[src/rtl/sorted_list_streamer_pkg.sv]
// Shared constants, FSM encoding and rank helper for the sorted-list streamer.
// Rank 0 (the smallest distance) sits in the least significant WIDTH bits of the packed list.
package sorted_list_streamer_pkg;

  localparam int WIDTH = 16;
  localparam int N     = 16;
  localparam int IDXW  = $clog2(N);
  localparam int CNTW  = IDXW + 1;

  typedef logic [WIDTH-1:0]   entry_t;
  typedef logic [N*WIDTH-1:0] list_t;
  typedef logic [IDXW-1:0]    idx_t;
  typedef logic [CNTW-1:0]    cnt_t;

  typedef enum logic [1:0] {
    IDLE   = 2'd0,
    STREAM = 2'd1,
    FINISH = 2'd2
  } state_t;

  // Extracts one rank from a packed list, using the same ordering as the sorter.
  function automatic entry_t rank_slice(input list_t list, input int unsigned rank);
    return list[rank*WIDTH +: WIDTH];
  endfunction

endpackage

[src/rtl/sorted_list_streamer_if.sv]
// Control and output stream bundle of the sorted-list streamer.
// The master side is the streamer; the slave side is the sorter/consumer environment.
interface sorted_list_streamer_if;
  import sorted_list_streamer_pkg::*;

  logic   start;
  cnt_t   count;
  list_t  in_list;
  logic   busy;
  logic   out_valid;
  logic   out_ready;
  entry_t out_data;
  idx_t   out_idx;
  logic   out_last;
  logic   done;

  modport master (
    input  start, count, in_list, out_ready,
    output busy, out_valid, out_data, out_idx, out_last, done
  );

  modport slave (
    output start, count, in_list, out_ready,
    input  busy, out_valid, out_data, out_idx, out_last, done
  );

endinterface

[src/rtl/sorted_list_shreg.sv]
// Loadable shadow register for the sorted list; each shift drops the current rank
// and moves the next one down into the low slice.
module sorted_list_shreg
  import sorted_list_streamer_pkg::*;
(
  input  logic   clk,
  input  logic   rst,
  input  logic   load,
  input  logic   shift,
  input  list_t  d,
  output entry_t q_low
);

  list_t q;

  // Capture on load, otherwise shift right by one entry; load wins if both are asserted.
  always_ff @(posedge clk) begin
    // NOTE: sequential state uses non-blocking assignments so every register sees pre-edge values.
    if (rst) begin
      // NOTE: this is a wide register, not a RAM, so it takes the reset; out_data then reads 0.
      q <= '0;
    end else if (load) begin
      q <= d;
    end else if (shift) begin
      q <= q >> WIDTH;
    end
  end

  assign q_low = rank_slice(q, 0);

endmodule

[src/rtl/sorted_list_streamer.sv]
// Captures a sorted distance list on start and streams the first count ranks
// over a valid/ready handshake, tagging each with its rank and a last flag.
module sorted_list_streamer
  import sorted_list_streamer_pkg::*;
(
  input logic                    clk,
  input logic                    rst,
  sorted_list_streamer_if.master bus
);

  state_t state_q, state_d;
  cnt_t   remaining_q;
  idx_t   idx_q;
  entry_t shadow_low;
  cnt_t   load_count;
  logic   accept_run;
  logic   xfer;
  logic   last_xfer;

  // A run with at least one entry loads the shadow; count=0 skips straight to FINISH.
  assign accept_run = (state_q == IDLE) && bus.start && (bus.count != '0);
  assign xfer       = (state_q == STREAM) && bus.out_ready;
  assign last_xfer  = xfer && (remaining_q == cnt_t'(1));
  assign load_count = (bus.count > cnt_t'(N)) ? cnt_t'(N) : bus.count;

  sorted_list_shreg u_shreg (
    .clk   (clk),
    .rst   (rst),
    .load  (accept_run),
    .shift (xfer),
    .d     (bus.in_list),
    .q_low (shadow_low)
  );

  // State register.
  always_ff @(posedge clk) begin
    if (rst) begin
      state_q <= IDLE;
    end else begin
      state_q <= state_d;
    end
  end

  // Next-state logic; start is only looked at in IDLE.
  always_comb begin
    // NOTE: default first so every path assigns state_d and no latch is inferred.
    state_d = state_q;
    case (state_q)
      IDLE:    if (bus.start) state_d = (bus.count == '0) ? FINISH : STREAM;
      STREAM:  if (last_xfer) state_d = FINISH;
      FINISH:  state_d = IDLE;
      default: state_d = IDLE;
    endcase
  end

  // Rank index and remaining-entry counter; remaining is clamped on load and never wraps.
  always_ff @(posedge clk) begin
    if (rst) begin
      remaining_q <= '0;
      idx_q       <= '0;
    end else if (accept_run) begin
      remaining_q <= load_count;
      idx_q       <= '0;
    end else if (xfer) begin
      idx_q <= idx_q + idx_t'(1);
      if (remaining_q != '0) remaining_q <= remaining_q - cnt_t'(1);
    end
  end

  // Output decode from the current state.
  always_comb begin
    bus.busy      = 1'b0;
    bus.out_valid = 1'b0;
    bus.out_last  = 1'b0;
    bus.done      = 1'b0;
    bus.out_data  = shadow_low;
    bus.out_idx   = idx_q;
    case (state_q)
      STREAM: begin
        bus.busy      = 1'b1;
        bus.out_valid = 1'b1;
        bus.out_last  = (remaining_q == cnt_t'(1));
      end
      FINISH:  bus.done = 1'b1;
      default: ;
    endcase
  end

endmodule

[src/flat_wrapper.sv]
// flat-port wrapper written by rule: the top's interface ports become plain ports
module sorted_list_streamer_flat import sorted_list_streamer_pkg::*;
  (clk, rst, bus_start, bus_count, bus_in_list, bus_out_ready, bus_busy, bus_out_valid, bus_out_data, bus_out_idx, bus_out_last, bus_done);
  sorted_list_streamer_if bus_i ();
  input logic clk;
  input logic rst;
  input wire logic [$bits(bus_i.start)-1:0] bus_start;
  input wire logic [$bits(bus_i.count)-1:0] bus_count;
  input wire logic [$bits(bus_i.in_list)-1:0] bus_in_list;
  input wire logic [$bits(bus_i.out_ready)-1:0] bus_out_ready;
  output wire logic [$bits(bus_i.busy)-1:0] bus_busy;
  output wire logic [$bits(bus_i.out_valid)-1:0] bus_out_valid;
  output wire logic [$bits(bus_i.out_data)-1:0] bus_out_data;
  output wire logic [$bits(bus_i.out_idx)-1:0] bus_out_idx;
  output wire logic [$bits(bus_i.out_last)-1:0] bus_out_last;
  output wire logic [$bits(bus_i.done)-1:0] bus_done;
  assign bus_i.start = bus_start;
  assign bus_i.count = bus_count;
  assign bus_i.in_list = bus_in_list;
  assign bus_i.out_ready = bus_out_ready;
  assign bus_busy = bus_i.busy;
  assign bus_out_valid = bus_i.out_valid;
  assign bus_out_data = bus_i.out_data;
  assign bus_out_idx = bus_i.out_idx;
  assign bus_out_last = bus_i.out_last;
  assign bus_done = bus_i.done;
  sorted_list_streamer u_core (.clk(clk), .rst(rst), .bus(bus_i));
endmodule
[config.mk]
export PLATFORM = sky130hd
export DESIGN_NAME = sorted_list_streamer_flat
export DESIGN_NICKNAME = d
export VERILOG_FILES = /design/src/rtl/sorted_list_streamer_pkg.sv /design/src/rtl/sorted_list_streamer_if.sv /design/src/rtl/sorted_list_shreg.sv /design/src/rtl/sorted_list_streamer.sv /design/src/flat_wrapper.sv
export SDC_FILE = /design/constraint.sdc
export NUM_CORES = 1
export LEC_CHECK = 0
export ABC_AREA = 1
export CAP_MARGIN = 0
export CORE_ASPECT_RATIO = 1.1
export CORE_MARGIN = 4
export CORE_UTILIZATION = 56
export CTS_CLUSTER_SIZE = 24
export DETAILED_ROUTE_END_ITERATION = 8
export PLACE_DENSITY = 0.91
export SLEW_MARGIN = 20
export SYNTH_ARGS = -nofsm -noshare
export SYNTH_HDL_FRONTEND = slang
export SYNTH_SLANG_ARGS = --single-unit
[constraint.sdc]
create_clock -name clk -period 3.2 [get_ports clk]
set_input_delay 0.48 -clock clk [delete_from_list [all_inputs] [get_ports clk]]
set_output_delay 0.48 -clock clk [all_outputs]
set_load 0.005 [all_outputs]
==> PnR_summary.wiki <==
{| class="wikitable"
! Metric !! Value
|-
| Post-synthesis average cell area || 6.25 um2
|-
| Clock-pin slew on the worst setup and hold paths || 0.06 ns
|-
| Per-cell via count in the routed design || 5.08
|-
| Adder-Cell Fraction of Synth Area || 0.278%
|-
| Cell with the biggest individual delay on the critical path || sky130_fd_sc_hd__clkdlybuf4s50_1
|-
| Pre-CTS WS || 0.612 ns
|-
| Site Rows || 59
|-
| Chip Width || 156 um
|-
| Ratio of cells with drive above 1 in the final layout || 3.46%
|-
| Final design instance area without fill || 17200 um2
|-
| TritonCTS clock tree || built
|-
| Maximum root-to-sink buffer count || 3
|-
| Root buffer selected by CTS || sky130_fd_sc_hd__clkbuf_16
|-
| Via count || 13581
|-
| Area share of xor/xnor cells in the synthesized design || 0.130%
|-
| Number of diodes || 0
|-
| Detail Placement HPWL || 26000 um
|-
| Synth Area in Compound Gates || 11.0%
|-
| Routed wire length || 37300 um
|-
| Fmax || 428 MHz
|-
| Data arrival time of the critical path || 1.85 ns
|-
| Largest incremental delay on the critical path || 0.52 ns
|-
| #FFs+latches synth || 267
|-
| Cell mode on critical path || sky130_fd_sc_hd__nor2_1
|-
| Final setup margin || 0.866 ns
|-
| Total GRT Usage || 25.9%
|-
| Tot Pwr || 8.68 mW
|-
| Post-layout min period || 2.33 ns
|-
| Layout overhead on the synthesized area || 27.4%
|-
| First-pass GRT wire length || 57700 um
|-
| Required time of the worst setup path || 2.72 ns
|-
| Overall die area || 26700 um2
|-
| Worst relative slew slack || 25.4%
|-
| Slew at the pin closest to its max-slew limit || 1.12 ns
|-
| Number of warnings reported in the yosys synthesis log || 0
|-
| Number of hold buffers added after cts || 0
|-
| Wire per inst || 14.0 um
|-
| Setup clock skew after layout || 0.0113 ns
|-
| Type of the worst setup path || reg -> out
|-
| Finish-stage setup viols || 0
|-
| Final Hold Slack || 0.198 ns
|-
| Mapped Area || 13500 um2
|-
| Number of hold violations in the final report || 0
|-
| Utilization after layout || 72.5%
|-
| Path type of the worst min-delay path || in -> reg
|-
| Post-synthesis share of cell area spent on and, or, nand and nor gates || 30.8%
|-
| Nets || 2616
|-
| Share of the cycle needed by the critical path after routing || 72.9%
|-
| Static leakage power || 7.39 nW
|-
| Combinational family with the most area after synthesis || simple AND/OR/NAND/NOR gates
|-
| Number of distinct library cells after synthesis || 25
|-
| Die span in y || 171 um
|-
| Post-synthesis instance total || 2158
|-
| IR drop worst, VDD || 0.499 mV
|-
| H-tree Lvls || 1
|-
| Worst-Skew Late Latency || 0.53 ns
|-
| Core Footprint || 23700 um2
|-
| Power density over the cells || 505 nW/um2
|-
| Result of the run || complete, no violations
|-
| Top-level I/O count || 289
|-
| Post-cts gate resize count || 0
|-
| Remaining Overflow, GRT || 0
|-
| Setup tns final || 0 ns
|-
| Number of buffers added on ports || 288
|-
| Largest net degree at the start of global routing || 137
|-
| Clock net sink count || 267
|-
| Number of cells after detailed placement || 2623
|-
| Post-CTS repair timing setup buffer count || 0
|-
| Remaining antenna violation count after routing || 0
|-
| Share of synthesized area spent on multiplexers || 0%
|-
| # fillers || 1813
|-
| Endpoint class of the critical path || primary output
|-
| RSZ-0062 raised after global routing || no
|-
| Gp weighted congestion || 0.888
|-
| Pins over their slew limit || 0
|-
| Initial DRC Count || 1150
|-
| Number of antenna violations at the first check in global routing || 0
|-
| DRC violations left || 0
|-
| Final std cells w/o fill || 2673
|-
| Starting Density || 57.0%
|-
| Maximum fanout along the worst path || 4
|-
| CTS Buf Count || 28
|-
| Startpoint class of the critical path || register
|-
| Vias in the first global route || 12462
|-
| Critical path, cell by cell || nor2_1 > nand3_1 > nor2_1 > clkdlybuf4s50_1
|-
| Placement Cell Area || 16300 um2
|-
| Sequential share of the synthesized area || 39.6%
|-
| Synth Net Count || 2426
|-
| Number of iterations in the first detailed-routing pass || 6
|-
| Max-cap violations || 0
|}
==> registers in the layout (all words and copies together) (netlist names) <==
register	count
u_core.u_shreg.q	256
u_core.remaining_q	5
u_core.state_q	2
u_core.bus.out_idx	4
==> critical path: cells and delay by family (launching register included) <==
kind	cells	cell delay [ns]
buffers and inverters	1	0.52
flip-flops	1	0.34
AND/OR/NAND/NOR	3	0.47
==> layer usage <==
| layer | up-vias | part of all wire (%) | global-route usage (%) |
|---|---|---|---|
| met5 | - | 0 | 0 |
| met4 | 0 | 4.4 | 11.2 |
| met3 | 107 | 7.5 | 3.29 |
| met2 | 572 | 46 | 42.5 |
| met1 | 6042 | 42 | 34.6 |
| li1 | 6860 | - | - |
==> cell families (layout without fill, tap and decap cells) <==
group | Yosys count | count (layout)
flip-flops | 267 | 267
buffers and inverters | 587 | 797
adder cells (fa/ha/maj) | 3 | 3
AND/OR/NAND/NOR | 1018 | 1018
AO/OA/AOI/OAI | 281 | 281
XOR/XNOR | 2 | 2
==> area by class of cell <==
class / count / area (um2) / area share, %
multi-input cells: 1304 / 5720 / 33.3
clock buffers: 44 / 872 / 5.07
repair buffers: 315 / 3190 / 18.6
clock inverters: 6 / 57.6 / 0.335
flip-flops and latches: 267 / 5350 / 31.1
well taps: 305 / 382 / 2.22
inverters: 432 / 1620 / 9.43
==> cell usage in the layout, fill, tap and decap left out <==
master,count
sky130_fd_sc_hd__ha_1,3
sky130_fd_sc_hd__o21ai_1,10
sky130_fd_sc_hd__inv_1,429
sky130_fd_sc_hd__nor2_1,672
sky130_fd_sc_hd__clkbuf_16,29
sky130_fd_sc_hd__nand3_2,1
sky130_fd_sc_hd__buf_12,8
sky130_fd_sc_hd__nor3b_1,1
sky130_fd_sc_hd__nand3_1,235
sky130_fd_sc_hd__clkbuf_8,9
sky130_fd_sc_hd__o21ai_0,26
sky130_fd_sc_hd__bufinv_16,1
sky130_fd_sc_hd__nor2_4,2
sky130_fd_sc_hd__nand2_4,1
sky130_fd_sc_hd__buf_6,2
sky130_fd_sc_hd__xnor2_1,1
sky130_fd_sc_hd__xor2_1,1
sky130_fd_sc_hd__clkinv_2,4
sky130_fd_sc_hd__o211a_1,16
sky130_fd_sc_hd__clkbuf_1,6
sky130_fd_sc_hd__clkinvlp_4,1
sky130_fd_sc_hd__clkdlybuf4s50_1,287
sky130_fd_sc_hd__nand2_1,100
sky130_fd_sc_hd__a31oi_1,1
sky130_fd_sc_hd__inv_2,3
sky130_fd_sc_hd__a21oi_1,228
sky130_fd_sc_hd__dfxtp_1,267
sky130_fd_sc_hd__nand2_2,1
sky130_fd_sc_hd__buf_4,18
sky130_fd_sc_hd__nor3_2,1
sky130_fd_sc_hd__nand2_8,1
sky130_fd_sc_hd__nand4_1,3
==> synth_stat cells <==
cell	n	share of area [%]
sky130_fd_sc_hd__o21ai_0	26	0.96
sky130_fd_sc_hd__nand3_2	1	0.074
sky130_fd_sc_hd__ha_1	3	0.28
sky130_fd_sc_hd__buf_6	2	0.17
sky130_fd_sc_hd__a31oi_1	1	0.046
sky130_fd_sc_hd__nand2_1	101	2.8
sky130_fd_sc_hd__xnor2_1	1	0.065
sky130_fd_sc_hd__nand2_2	2	0.093
sky130_fd_sc_hd__a21oi_1	228	8.5
sky130_fd_sc_hd__nand4_1	3	0.14
sky130_fd_sc_hd__nor3_2	1	0.074
sky130_fd_sc_hd__o211a_1	16	1.2
sky130_fd_sc_hd__clkbuf_1	32	0.89
sky130_fd_sc_hd__buf_4	32	1.8
sky130_fd_sc_hd__inv_2	3	0.083
sky130_fd_sc_hd__nor2_1	672	19
sky130_fd_sc_hd__nand3_1	235	8.7
sky130_fd_sc_hd__nor2_4	2	0.17
sky130_fd_sc_hd__clkbuf_2	1	0.037
sky130_fd_sc_hd__o21ai_1	10	0.37
sky130_fd_sc_hd__nor3b_1	1	0.056
sky130_fd_sc_hd__xor2_1	1	0.065
sky130_fd_sc_hd__buf_2	88	3.3
sky130_fd_sc_hd__dfxtp_1	267	40
sky130_fd_sc_hd__inv_1	429	12
==> where the power goes <==
group | switching, mW | internal, mW
combinational | 0.924 | 0.740
sequential | 0.159 | 3.62
clock | 1.30 | 1.94
==> final timing paths <==
check / slack (ns) / depth (start not counted) / startpoint / endpoint
hold reg to reg: 0.46 / 2 / u_core.u_shreg.q[250]$_SDFFE_PP0P_ / u_core.u_shreg.q[250]$_SDFFE_PP0P_
setup reg to reg: 1.11 / 6 / u_core.state_q[0]$_SDFFE_PP0P_ / u_core.u_shreg.q[195]$_SDFFE_PP0P_
hold / removal: 0.20 / 2 / rst / u_core.u_shreg.q[210]$_SDFFE_PP0P_
setup / recovery: 0.87 / 4 / u_core.remaining_q[2]$_SDFFE_PP0P_ / bus_out_last
(Power assumes the default switching activity.)
